### src/rtl/sprite_compositor.sv
// Priority compositor for N sprite layers: CLUT lookup, blanking, 2-cycle sync-aligned RGB,
// frame-synchronised position/enable registers and per-frame collision flags.
module sprite_compositor #(
    parameter int               NSPR       = 4,
    parameter int               CORDW      = 16,
    parameter int               CIDXW      = 4,
    parameter logic [CIDXW-1:0] TRANS_INDX = '1,
    parameter logic [11:0]      BG_COLR    = 12'h137,
    parameter logic             SYNC_IDLE  = 1'b1
) (
    input  logic                    clk_25MHz,
    input  logic                    btn_rst_n,
    input  logic                    bright,
    input  logic                    hsync,
    input  logic                    vsync,
    input  logic                    frame,
    input  logic [NSPR*CIDXW-1:0]   spr_pix,
    input  logic [NSPR-1:0]         spr_drawing,
    input  logic                    reg_we,
    input  logic [7:0]              reg_addr,
    input  logic [15:0]             reg_wdata,
    output logic [NSPR*CORDW-1:0]   sprx,
    output logic [NSPR*CORDW-1:0]   spry,
    output logic [NSPR-1:0]         coll_status,
    output logic                    vga_hsync,
    output logic                    vga_vsync,
    output logic [7:0]              vga_r,
    output logic [7:0]              vga_g,
    output logic [7:0]              vga_b
);
    localparam int NCLUT = 2**CIDXW;

    logic [NSPR-1:0][CORDW-1:0] shx, shy, shx_nxt, shy_nxt, livex, livey;
    logic [NSPR-1:0]            en_sh, en_sh_nxt, en_live;
    logic [11:0]                clut [NCLUT];
    logic [11:0]                bg;
    logic [NSPR-1:0]            opaque, coll_now, coll_acc;
    logic [CIDXW-1:0]           win_idx, win_idx_d1;
    logic                       hit, hit_d1, bright_d1, hsync_d1, vsync_d1;
    logic                       clut_we;
    logic [11:0]                colr;

    // Shadow next-state includes this cycle's write so a write coinciding with frame is copied.
    always_comb begin
        shx_nxt   = shx;
        shy_nxt   = shy;
        en_sh_nxt = en_sh;
        if (reg_we) begin
            for (int i = 0; i < NSPR; i++) begin
                if (reg_addr == 8'(2*i))   shx_nxt[i] = reg_wdata[CORDW-1:0];
                if (reg_addr == 8'(2*i+1)) shy_nxt[i] = reg_wdata[CORDW-1:0];
            end
            if (reg_addr == 8'h61) en_sh_nxt = reg_wdata[NSPR-1:0];
        end
    end

    assign clut_we = reg_we && (reg_addr >= 8'h40) && (int'(reg_addr) < 64 + NCLUT);

    always_comb begin
        opaque   = '0;
        coll_now = '0;
        win_idx  = '0;
        hit      = 1'b0;
        for (int i = 0; i < NSPR; i++)
            opaque[i] = spr_drawing[i] && en_live[i] &&
                        (spr_pix[i*CIDXW +: CIDXW] != TRANS_INDX);
        // Walk from lowest priority upward so layer 0 is the last to overwrite.
        for (int i = NSPR-1; i >= 0; i--) begin
            if (opaque[i]) begin
                win_idx = spr_pix[i*CIDXW +: CIDXW];
                hit     = 1'b1;
            end
        end
        for (int i = 0; i < NSPR; i++)
            coll_now[i] = bright && opaque[i] && |(opaque & ~(NSPR'(1) << i));
    end

    always_comb begin
        colr = 12'h000;
        if (bright_d1) colr = hit_d1 ? clut[win_idx_d1] : bg;
    end

    always_ff @(posedge clk_25MHz or negedge btn_rst_n) begin
        if (!btn_rst_n) begin
            shx         <= '0;
            shy         <= '0;
            livex       <= '0;
            livey       <= '0;
            en_sh       <= '1;
            en_live     <= '1;
            bg          <= BG_COLR;
            for (int j = 0; j < NCLUT; j++) clut[j] <= 12'h000;
            coll_acc    <= '0;
            coll_status <= '0;
            win_idx_d1  <= '0;
            hit_d1      <= 1'b0;
            bright_d1   <= 1'b0;
            hsync_d1    <= SYNC_IDLE;
            vsync_d1    <= SYNC_IDLE;
            vga_hsync   <= SYNC_IDLE;
            vga_vsync   <= SYNC_IDLE;
            vga_r       <= 8'h00;
            vga_g       <= 8'h00;
            vga_b       <= 8'h00;
        end else begin
            shx   <= shx_nxt;
            shy   <= shy_nxt;
            en_sh <= en_sh_nxt;
            if (frame) begin
                livex       <= shx_nxt;
                livey       <= shy_nxt;
                en_live     <= en_sh_nxt;
                coll_status <= coll_acc;
                coll_acc    <= coll_now;
            end else begin
                coll_acc    <= coll_acc | coll_now;
            end
            if (clut_we) clut[reg_addr[CIDXW-1:0]] <= reg_wdata[11:0];
            if (reg_we && reg_addr == 8'h60) bg <= reg_wdata[11:0];

            win_idx_d1 <= win_idx;
            hit_d1     <= hit;
            bright_d1  <= bright;
            hsync_d1   <= hsync;
            vsync_d1   <= vsync;

            vga_hsync  <= hsync_d1;
            vga_vsync  <= vsync_d1;
            vga_r      <= {colr[11:8], colr[11:8]};
            vga_g      <= {colr[7:4],  colr[7:4]};
            vga_b      <= {colr[3:0],  colr[3:0]};
        end
    end

    assign sprx = livex;
    assign spry = livey;

endmodule

### config.mk
export PLATFORM = sky130hd
export DESIGN_NAME = sprite_compositor
export DESIGN_NICKNAME = d
export VERILOG_FILES = /design/src/rtl/sprite_compositor.sv
export SDC_FILE = /design/constraint.sdc
export NUM_CORES = 1
export LEC_CHECK = 0
export CAP_MARGIN = 20
export CELL_PAD_IN_SITES_DETAIL_PLACEMENT = 1
export CELL_PAD_IN_SITES_GLOBAL_PLACEMENT = 1
export CORE_ASPECT_RATIO = 1.4
export CORE_MARGIN = 2
export CORE_UTILIZATION = 53
export DETAILED_ROUTE_END_ITERATION = 10
export DONT_BUFFER_PORTS = 1
export HOLD_SLACK_MARGIN = 0.12
export PLACE_DENSITY = 0.76
export SYNTH_ARGS = -nofsm -noshare
export SYNTH_HDL_FRONTEND = slang
export SYNTH_SLANG_ARGS = --single-unit
export TNS_END_PERCENT = 100
### constraint.sdc
create_clock -name clk_25MHz -period 2.1 [get_ports clk_25MHz]
set_input_delay 0.63 -clock clk_25MHz [delete_from_list [all_inputs] [get_ports clk_25MHz]]
set_output_delay 0.63 -clock clk_25MHz [all_outputs]
set_load 0.03 [all_outputs]
==> results of run 1 <==
worst max-delay path by stage:
stage                     slack, ns  endpoint     startpoint
after global routing           0.16  vga_b[6]  win_idx_d1[2]
after detailed placement      -0.23  clut[21]    reg_addr[4]
after CTS                      0.20  vga_g[5]       vga_g[5]
after floorplan               -0.13  clut[13]    reg_addr[4]
final                          0.23  vga_g[5]       vga_g[5]
after global placement        -0.16  clut[20]    reg_addr[4]
state kept, by name, indices dropped and copies added, names as in the netlist, 4 cells and up:
| name | count |
|---|---|
| clut | 192 |
| shx | 64 |
| shy | 64 |
| sprx | 64 |
| spry | 64 |
| bg | 12 |
| coll_acc | 4 |
| coll_status | 4 |
| en_live | 4 |
| en_sh | 4 |
| vga_b | 4 |
| vga_g | 4 |
| vga_r | 4 |
| win_idx_d1 | 4 |
per-stage QoR:
| stage | power, W | cells | hold slack, ns |
|---|---|---|---|
| after floorplan | 0.0118 | 1450 | 0.334 |
| after global placement | 0.0120 | 1923 | 0.346 |
| after detailed placement | 0.0121 | 1923 | 0.347 |
| after CTS | 0.0205 | 2013 | -0.217 |
| after global routing | 0.0211 | 2013 | -0.222 |
| final | 0.0204 | 2013 | -0.203 |
cells by family after synthesis:
group	Yosys count	share of synthesized area [%]
DFF	498	59.5
and+or+nand+nor	191	5.29
muxes	530	28.7
AOI/OAI and AO/OA	111	3.50
buffers and inverters	120	2.96
cell type report:
type | count | share of cell area, %
clock buffer | 71 | 6.05
tap | 528 | 2.82
multi-input combinational | 832 | 34.0
clock inverter | 16 | 0.529
inverter | 4 | 0.0641
sequential | 498 | 53.3
timing repair buffer | 64 | 3.21
per-layer routing:
metal  track usage [%]  routed length, um
met1              32.2              20500
met2              47.0              27700
met3              6.35               3060
met4              12.0               2510
met5                 0                  0
power groups by stage:
stage | Clock, W | Combinational [W] | Sequential [W]
after floorplan | 0 | 0.00103 | 0.0107
after global placement | 0 | 0.00112 | 0.0109
after detailed placement | 0 | 0.00116 | 0.0109
after CTS | 0.00860 | 0.00119 | 0.0107
after global routing | 0.00902 | 0.00128 | 0.0108
final | 0.00847 | 0.00119 | 0.0107
synthesized netlist by cell type (6+ instances only):
cell type,n
nor2_1,27
a31oi_1,8
nand2_1,78
mux2i_1,96
o21a_1,11
a22oi_1,39
mux2_4,46
dfrtp_1,480
clkbuf_1,57
nand3_1,38
buf_6,7
dfstp_2,18
o21ai_0,15
mux2_2,387
buf_1,12
nand4_4,6
a21oi_1,26
buf_2,16
nor3_2,10
buf_4,23
==> results by group, run 1 <==
Logic synthesis
  • Synth Instances: 1450
  • Avg Cell Area, Syn: between 10 and 15 um2
  • Yosys warns: 0
  • Area leader, netlist: dfrtp_1
  • Top cell type's share of synthesized area: between 50% and 60%
  • Sequential-to-total area share from yosys stat: between 50% and 60%
  • Synth top area cells: dfrtp_1 57%, mux2_2 21%, mux2i_1 4.6%
  • FF+latch count, synth: between 400 and 500
  • Yosys cell types: 44
  • EDFF count, synth: 0
  • Post-synth ARST share: between 90% and 100%
  • Synthesized area: around 21000 um2
  • Primary FF master, synth: dfrtp_1
  • Syn_nets: between 1500 and 2000

Worst setup path
  • CP Data Required Time: between 1 and 1.5 ns
  • Internal reg-to-reg setup slack: 0.25 ns
  • Crit path DAT: between 1 and 1.5 ns
  • Crit Path Max Fanout: 2
  • Critical Path Stages: 0
  • Critical path startpoint category: register
  • Worst-case reg-to-reg path depth: 6
  • Crit. End Element: output pin
  • Worst Setup Path Type: register to output pin
  • Worst R2R Start: win_idx_d1[2]
  • RR Endpoint: vga_b[6]

Global routing
  • Total track usage: 27.2%
  • Pin count of the biggest net entering global routing: ~500
  • First-pass GRT wire length: between 80 and 90 mm
  • Initial antenna violation count: 0
  • Vias in the first global route: approximately 14000
  • Grt total ovfl: 0

Floorplan
  • Die height: 239 um
  • Die width: about 170 um
  • # rows: 86
  • # IOs: 209
  • Starting density of the core: a little over half
  • Core box area: between 30000 and 40000 um2
  • Die area: approximately 41000 um2

CTS
  • Clk_lat worst skew: 0.58 ns
  • Clock buffer depth: 3
  • CTS tree: yes
  • Post-CTS sizing: 0
  • H-tree levels: 2
  • Clock sink total: between 400 and 500
  • CTS Buf Count: 47
  • Hold-fix buffers at CTS: 3
  • Clock edge transition at the registers on the reported setup and hold paths: 0.06 ns
  • Post-CTS Setup Bufs: 0
  • Root Driver: clkbuf_16

Power
  • Comb power frac: 5.8%
  • PwrDens: 871 nW/um2
  • Sw Pwr: a little under 0.005 W
  • Internal: around 0.016 W
  • Clock power frac: around two fifths
  • Sequential share of power: between 50% and 60%
  • Leakage: 11.4 nW
  • Peak supply drop: between 700 and 800 uV
  • Net Sw Frac: between 20% and 30%

Timing
  • Final Hold Vio Count: 480
  • Final setup viols: 0
  • Slew Viols, Final: 0
  • RSZ-0062 raised after global routing: false
  • Max Clock Freq: between 0.5 and 0.6 GHz
  • Setup TNS: 0 ns
  • Rel. slew slack: between 40 and 50%
  • Setup Skew: between 0.02 and 0.025 ns
  • Least-Margin Pin Slew: 0.896 ns
  • Final Hold Slack: -0.203 ns
  • Crit share post-route: between 80% and 90%
  • Final min period: roughly 1.9 ns
  • Worst setup margin: approximately 0.23 ns

Layout
  • Most common cell after layout, fill and taps aside: dfrtp_1
  • Area growth from synthesis to layout: 11.7%
  • Fin nets: between 1000 and 1500
  • Fillers: approximately 3600
  • Seq. cell area: 12500 um2
  • Layout Utilization: between 50% and 60%
  • Final Instance Area: 23400 um2
  • # diodes: 0
  • Most frequent cells in the layout: 479 x dfrtp_1, 376 x mux2_2, 96 x mux2i_1
  • Fraction of layout cells with a size suffix above 1: a little over two fifths
  • Multi-input gate area: 7960 um2

Drt
  • Vias after detailed routing: ~12000
  • Via density: 5.96
  • Drt first pass iters: 5
  • Final wirelength: roughly 54 mm
  • Wire length per cell: 26.7 um
  • Remaining antenna violation count after routing: 0
  • DRT iter0 DRCs: 670
  • Residual DRC count: 0

Placed design
  • Routability Congestion: slightly below 0.8
  • Placed inst area: around 22000 um2
  • DP Worst Slack: -0.232 ns
  • PortBufs: 0
  • Final HPWL DP: between 30 and 40 mm

Min path
  • Worst Hold Class: primary input to asynchronous set/reset pin

Status
  • Status: finished, violations left
  • Failing checks: negative hold slack

Run
  • Max-capacitance violation count: 0
(Power assumes the default switching activity.)
==> inputs of run 2 (changes only) <==
--- a/config.mk
+++ b/config.mk
@@ -5,12 +5,12 @@
 export SDC_FILE = /design/constraint.sdc
 export NUM_CORES = 1
 export LEC_CHECK = 0
-export CAP_MARGIN = 20
+export ABC_AREA = 1
 export CELL_PAD_IN_SITES_DETAIL_PLACEMENT = 1
 export CELL_PAD_IN_SITES_GLOBAL_PLACEMENT = 1
 export CORE_ASPECT_RATIO = 1.4
 export CORE_MARGIN = 2
-export CORE_UTILIZATION = 53
+export CORE_UTILIZATION = 48
 export DETAILED_ROUTE_END_ITERATION = 10
 export DONT_BUFFER_PORTS = 1
 export HOLD_SLACK_MARGIN = 0.12
==> constraint.sdc (replaced) <==
create_clock -name clk_25MHz -period 2.1 [get_ports clk_25MHz]
set_input_delay 0.525 -clock clk_25MHz [delete_from_list [all_inputs] [get_ports clk_25MHz]]
set_output_delay 0.525 -clock clk_25MHz [all_outputs]
set_load 0.03 [all_outputs]
==> results by group, run 2 <==
Logic synthesis
  • Sequential-to-total area share from yosys stat: 60.7% (+1.2 points)
  • EDFF count, synth: 0 (unchanged)
  • Commonest cells in the netlist: 950 x nand2_1, 480 x dfrtp_1, 331 x o21ai_0
  • Yosys cell types: 25 (-43%)
  • Post-synth ARST share: 100% (unchanged)
  • Yosys warns: 0 (unchanged)
  • Synth top area cells: dfrtp_1 58%, nand2_1 17%, o21ai_0 8.1%
  • Area leader, netlist: dfrtp_1
  • Synthesized area: 20600 um2 (-2.0%)
  • Primary FF master, synth: dfrtp_1
  • Top cell type's share of synthesized area: 58.4% (+1.2 points)
  • Top-count cell post-synth: nand2_1
  • FF+latch count, synth: 498 (unchanged)
  • Avg Cell Area, Syn: 8.52 um2 (-41%)
  • Syn_nets: 2464 (+64%)
  • Synth Instances: 2413 (+66%)

Worst setup path
  • Crit path DAT: 2.42 ns (+1.18 ns)
  • Crit. End Element: register
  • Critical path startpoint category: primary input
  • RR Endpoint: vga_g[5]
  • Critical Path Stages: 10 (+10)
  • Crit path largest cell delay: between 0.5 and 0.6 ns
  • Slowest-stage cell, CP: dlygate4sd3_1
  • Top Family by Delay on Critical Path: buffers and inverters
  • Worst R2R Start: win_idx_d1[0]
  • Worst-case reg-to-reg path depth: 10 (+4)
  • Worst Setup Path Type: primary input to register
  • CP bufs+invs: 3
  • Crit-path cells: nor2_1, nand2_1, nor2_2, buf_4, buf_4, a21oi_1, nor2_1, nand2_1, dlygate4sd3_1, nand2_1
  • Internal reg-to-reg setup slack: 0.29 ns (+0.04 ns)
  • Crit Path Max Fanout: 30 (+28)
  • CP Data Required Time: 2.63 ns (+1.16 ns)
  • Crit path top cell by count: nand2_1

Layout
  • Largest register by flop count: clut
  • Fraction of layout cells with a size suffix above 1: 6.81% (-35 points)
  • Largest register FFs: 192 (unchanged)
  • Final Instance Area: 22900 um2 (-2.1%)
  • Fin nets: 2435 (+63%)
  • Most frequent cells in the layout: 950 x nand2_1, 479 x dfrtp_1, 331 x o21ai_0
  • Most common cell after layout, fill and taps aside: nand2_1
  • Area growth from synthesis to layout: 11.6% (about the same)

Timing
  • Final Hold Vio Count: 481 (+0.21%)
  • Slew Viols, Final: 0 (unchanged)
  • Setup TNS: 0 ns (unchanged)
  • Setup Skew: 0.0215 ns (-0.00230 ns)
  • RSZ-0062 raised after global routing: false
  • Final min period: 1.90 ns (+0.0217 ns)
  • Crit share post-route: 90.2% (+1.0 points)
  • Final Hold Slack: -0.335 ns (-0.132 ns)
  • Final setup viols: 0 (unchanged)
  • Rel. slew slack: 42.1% (+1.8 points)
  • Least-Margin Pin Slew: 0.868 ns (-0.0272 ns)
  • Max Clock Freq: 0.528 GHz (-1.1%)

Global routing
  • Grt total ovfl: 0 (unchanged)
  • First-pass GRT wire length: 99.7 mm (+19%)
  • Initial antenna violation count: 0 (unchanged)
  • Total track usage: 28.9% (+1.8 points)
  • Vias in the first global route: 17700 (+30%)
  • Pin count of the biggest net entering global routing: 499 (unchanged)

Placed design
  • Placed inst area: 21100 um2 (-3.6%)
  • Routability Congestion: 0.816 (+3.2%)
  • Final HPWL DP: 38.9 mm (+21%)
  • PortBufs: 0 (unchanged)

Drt
  • Drt first pass iters: 5 (unchanged)
  • DRT iter0 DRCs: 926 (+38%)
  • Via density: 5.43 (-8.9%)
  • Final wirelength: 62.8 mm (+17%)
  • Residual DRC count: 0 (unchanged)
  • Remaining antenna violation count after routing: 0 (unchanged)
  • Vias after detailed routing: 16100 (+34%)
  • Wire length per cell: 21.2 um (-21%)

CTS
  • Hold-fix buffers at CTS: 30 (+27)
  • Clock sink total: 498 (unchanged)
  • Clk_lat worst skew: 0.59 ns (about the same)
  • CTS tree: yes
  • H-tree levels: 2 (unchanged)
  • CTS Buf Count: 49 (+4.3%)
  • Post-CTS Setup Bufs: 0 (unchanged)
  • Post-CTS sizing: 0 (unchanged)
  • Root Driver: clkbuf_16
  • Clock buffer depth: 3 (unchanged)
  • Clock edge transition at the registers on the reported setup and hold paths: 0.07 ns (about the same)

Power
  • Net Sw Frac: 27.1% (+3.3 points)
  • Sequential share of power: 51.2% (-1.4 points)
  • Comb power frac: 8.7% (+2.9 points)
  • Clock power frac: 40.1% (-1.4 points)
  • PwrDens: 933 nW/um2 (+7.2%)
  • Leakage: 11.3 nW (-0.86%)
  • Peak supply drop: 766 uV (+2.6%)
  • Internal: 0.0156 W (+0.45%)
  • Sw Pwr: 0.00581 W (+19%)
  • Total power: 0.0214 W (+5.0%)

Floorplan
  • # rows: 89 (+3.5%)
  • Die height: 249 um (+4.0%)
  • Die area: 44500 um2 (+8.0%)
  • Die width: 179 um (+3.9%)
  • Starting density of the core: 48.7% (-4.8 points)
  • # IOs: 209 (unchanged)
  • Core box area: 42200 um2 (+7.8%)

Status
  • Status: finished, violations left
  • Failing checks: negative hold slack

Min path
  • Worst Hold Class: primary input to asynchronous set/reset pin

Run
  • Max-capacitance violation count: 0 (unchanged)
## run 2: cells by family after synthesis
family                 count (synthesis)  share of synthesized area (%)
and+or+nand+nor                     1239                           23.9
DFF                                  498                           60.7
AOI/OAI and AO/OA                    382                           9.53
buffers and inverters                294                           5.85
## run 2: worst max-delay path by stage
stage | start | endpoint | slack (ns)
after CTS | vga_b[5] | vga_b[5] | 0.28
after detailed placement | reg_addr[3] | spry[44] | -0.04
after floorplan | reg_addr[4] | spry[47] | 0.43
final | reg_addr[7] | spry[22] | 0.20
after global placement | reg_addr[3] | spry[32] | 0.07
after global routing | reg_addr[7] | spry[22] | 0.13
## run 2: power by group through the flow
stage	combinational, W	sequential (W)	clock, W
6_report	0.00187	0.0109	0.00858
5_1_grt	0.00211	0.0110	0.00911
4_1_cts	0.00188	0.0110	0.00876
3_5_place_dp	0.00176	0.0111	0
3_3_place_gp	0.00169	0.0111	0
2_1_floorplan	0.00130	0.0109	0
## run 2: layer usage
metal  global-route usage, %  vias up  routed length (um)
li1                        -     7536                   -
met1                    33.3     8090               24200
met2                    51.3      355               32600
met3                    6.52      126                3370
met4                    11.7        0                2650
met5                       0        -                   0
## run 2: final cells by class
type	instances	area, um2
Antenna cell	1	2.50
Tap cell	546	683
Clock inverter	7	63.8
Timing Repair Buffer	88	866
Clock buffer	82	1490
Inverter	126	475
Multi-Input combinational cell	1621	6870
Sequential cell	498	12500
Fill cell	4900	19300
## run 2: per-stage QoR
stage          util, %  worst slack (ns)  cells
6_report          54.3             0.205   2969
3_3_place_gp      49.9            0.0678   2849
5_1_grt           54.3             0.132   2968
3_5_place_dp      49.9           -0.0398   2849
2_1_floorplan        -             0.435   2413
4_1_cts           54.3             0.279   2968
## run 2: worst reg2reg max path, delay by kind of cell, from the launching register on
kind,cells,cell delay (ns)
AND/OR/NAND/NOR,7,0.76
buffers and inverters,3,0.50
flip-flops,1,0.49
==> inputs of run 3 (changes only) <==
--- a/config.mk
+++ b/config.mk
@@ -9,12 +9,12 @@
 export CELL_PAD_IN_SITES_DETAIL_PLACEMENT = 1
 export CELL_PAD_IN_SITES_GLOBAL_PLACEMENT = 1
 export CORE_ASPECT_RATIO = 1.4
-export CORE_MARGIN = 2
 export CORE_UTILIZATION = 48
 export DETAILED_ROUTE_END_ITERATION = 10
 export DONT_BUFFER_PORTS = 1
 export HOLD_SLACK_MARGIN = 0.12
 export PLACE_DENSITY = 0.76
+export SKIP_CTS_REPAIR_TIMING = 1
 export SYNTH_ARGS = -nofsm -noshare
 export SYNTH_HDL_FRONTEND = slang
 export SYNTH_SLANG_ARGS = --single-unit
==> constraint.sdc (replaced) <==
create_clock -name clk_25MHz -period 1.8 [get_ports clk_25MHz]
set_input_delay 0.45 -clock clk_25MHz [delete_from_list [all_inputs] [get_ports clk_25MHz]]
set_output_delay 0.45 -clock clk_25MHz [all_outputs]
set_load 0.03 [all_outputs]
==> results by group, run 3 (same netlist as run 2, synthesis figures left out) <==
Floorplan
  • # IOs: 209 (unchanged)
  • Die area: 43700 um2 (-1.9%)
  • # rows: 89 (unchanged)
  • Die height: 247 um (-0.80%)
  • Die width: 177 um (-1.1%)
  • Starting density of the core: 48.7% (unchanged)
  • Core box area: 42200 um2 (unchanged)

Timing
  • Setup Skew: 0.0190 ns (-0.00252 ns)
  • Final Hold Vio Count: 407 (-15%)
  • Final min period: approximately 1.8 ns
  • Final setup viols: 0 (unchanged)
  • Max Clock Freq: roughly 0.57 GHz
  • Rel. slew slack: -30.0% (-72 points)
  • Least-Margin Pin Slew: 1.95 ns (+1.08 ns)
  • RSZ-0062 raised after global routing: true
  • Slew Viols, Final: 251 (+251)
  • Final Hold Slack: -0.412 ns (-0.0769 ns)
  • Crit share post-route: between 90 and 100%

Worst setup path
  • Worst R2R Start: win_idx_d1[1]
  • Worst-case reg-to-reg path depth: 9 (-1)
  • CP bufs+invs: 3 (unchanged)
  • End of the critical path: spry[18]
  • Slowest-stage cell, CP: dlygate4sd3_1
  • CP Data Required Time: 2.33 ns (-0.30 ns)
  • Crit-path cells: nor2_1, nand2_1, nor2_2, buf_12, buf_12, a21oi_1, nor2_1, nand2_1, dlygate4sd3_1, nand2_1
  • Critical path startpoint category: primary input
  • Crit path DAT: 2.29 ns (-0.13 ns)
  • RR Endpoint: vga_g[5]
  • Crit path largest cell delay: 0.56 ns (about the same)
  • Crit path top cell by count: nand2_1
  • Critical Path Stages: 10 (unchanged)
  • Internal reg-to-reg setup slack: 0.08 ns (-0.21 ns)
  • Worst Setup Path Type: primary input to register
  • Crit. End Element: register
  • Crit Path Max Fanout: 32 (+6.7%)
  • Top Family by Delay on Critical Path: buffers and inverters
  • Critical path startpoint: reg_addr[4]

Run
  • Max-capacitance violation count: 0 (unchanged)

Min path
  • Worst Hold Class: primary input to asynchronous set/reset pin

Power
  • Peak supply drop: 1140 uV (+49%)
  • Total power: 0.0257 W (+20%)
  • Leakage: 11.7 nW (+3.2%)
  • PwrDens: 1080 nW/um2 (+16%)

Drt
  • Vias after detailed routing: 16400 (+1.9%)
  • Remaining antenna violation count after routing: 0 (unchanged)
  • DRT iter0 DRCs: 1088 (+17%)
  • Residual DRC count: 0 (unchanged)
  • Wire length per cell: 20.9 um (-1.3%)
  • Final wirelength: 62.7 mm (-0.11%)
  • Via density: 5.47 (+0.74%)
  • Drt first pass iters: 5 (unchanged)

Placed design
  • Final HPWL DP: 38.7 mm (-0.41%)
  • Placed inst area: 21500 um2 (+2.2%)
  • PortBufs: 0 (unchanged)
  • Routability Congestion: 0.803 (-1.7%)
  • Placed cells: 2863 (+0.49%)

Layout
  • Most common cell after layout, fill and taps aside: nand2_1
  • Fin nets: 2469 (+1.4%)
  • # diodes: 0 (-1)
  • Cell Count, Final, Fillers Out: 3004 (+1.2%)
  • Final Instance Area: 23700 um2 (+3.4%)
  • Fraction of layout cells with a size suffix above 1: 7.77% (+0.96 points)
  • Area growth from synthesis to layout: 15.4%
  • Layout Utilization: 56.2% (+1.9 points)
  • Largest register by flop count: clut
  • Most frequent cells in the layout: 950 x nand2_1, 479 x dfrtp_1, 331 x o21ai_0
  • Largest register FFs: 192 (unchanged)

Global routing
  • Total track usage: 28.7% (-0.26 points)
  • Pin count of the biggest net entering global routing: 499 (unchanged)
  • First-pass GRT wire length: 96.9 mm (-2.8%)
  • Vias in the first global route: 17400 (-1.9%)
  • Initial antenna violation count: 0 (unchanged)
  • Grt total ovfl: 0 (unchanged)

Status
  • Failing checks: negative hold slack, max-slew violations
  • Status: finished, violations left

CTS
  • CTS tree: yes
  • Clock edge transition at the registers on the reported setup and hold paths: 0.06 ns (about the same)
  • Clk_lat worst skew: 0.59 ns (about the same)
  • Root Driver: clkbuf_16
  • Clock sink total: 498 (unchanged)
  • H-tree levels: 2 (unchanged)
  • CTS Buf Count: 49 (unchanged)
  • Clock buffer depth: 3 (unchanged)
run 3: cell types whose count changed in the layout (fill, tap and decap cells not counted), sizes merged, moves of 2 or more:
cell / before / now
inv: 127 / 129
bufinv: 0 / 4
dlygate4sd3: 29 / 49
clkinv: 5 / 12
clkbuf: 82 / 72
buf: 59 / 73
run 3: worst min path at each step:
stage / cells after the start / slack (ns) / endpoint / from
after detailed placement: 0 / 0.18 / clut[65] / btn_rst_n
after floorplan: 0 / 0.15 / bg[10] / btn_rst_n
after CTS: 0 / -0.44 / shx[21] / btn_rst_n
after global routing: 0 / -0.44 / clut[65] / btn_rst_n
after global placement: 0 / 0.18 / clut[65] / btn_rst_n
final: 0 / -0.41 / clut[65] / btn_rst_n
run 3: per-layer routing:
metal  GRT usage, %  vias up  routed length (um)
li1               -     7611                   -
met1           33.6     8339               24800
met2           51.6      348               32700
met3           6.03      120                3030
met4           9.69        0                2200
met5              0        -                   0
run 3: layout make-up:
cell class | instances | area (um2)
Sequential cell | 498 | 12500
Multi-Input combinational cell | 1621 | 6870
Clock buffer | 72 | 1440
Clock inverter | 19 | 235
Inverter | 126 | 475
Timing Repair Buffer | 122 | 1530
Fill cell | 4913 | 18500
Tap cell | 546 | 683
run 3: stage by stage:
| stage | setup WS, ns | hold slack, ns | TNS (ns) |
|---|---|---|---|
| after floorplan | 0.210 | 0.154 | 0 |
| after global placement | -0.0294 | 0.181 | -0.115 |
| after detailed placement | -0.211 | 0.176 | -4.46 |
| after CTS | 0.0403 | -0.437 | 0 |
| after global routing | -0.0304 | -0.436 | -0.118 |
| final | 0.0346 | -0.412 | 0 |
run 3: worst register-to-register path, stage by stage, from the launching register on:
cell,delay [ns]
dfrtp_1,0.44
inv_1,0.14
buf_12,0.26
nand3_1,0.15
nand3_1,0.12
nand2_1,0.09
nand2_1,0.09
nand3_1,0.08
nand2_1,0.17
inv_1,0.06
run 3: where the power goes:
part	switching (W)	internal (W)
Sequential	0.000931	0.0118
Combinational	0.00151	0.000775
Clock	0.00449	0.00618
Total	0.00694	0.0188
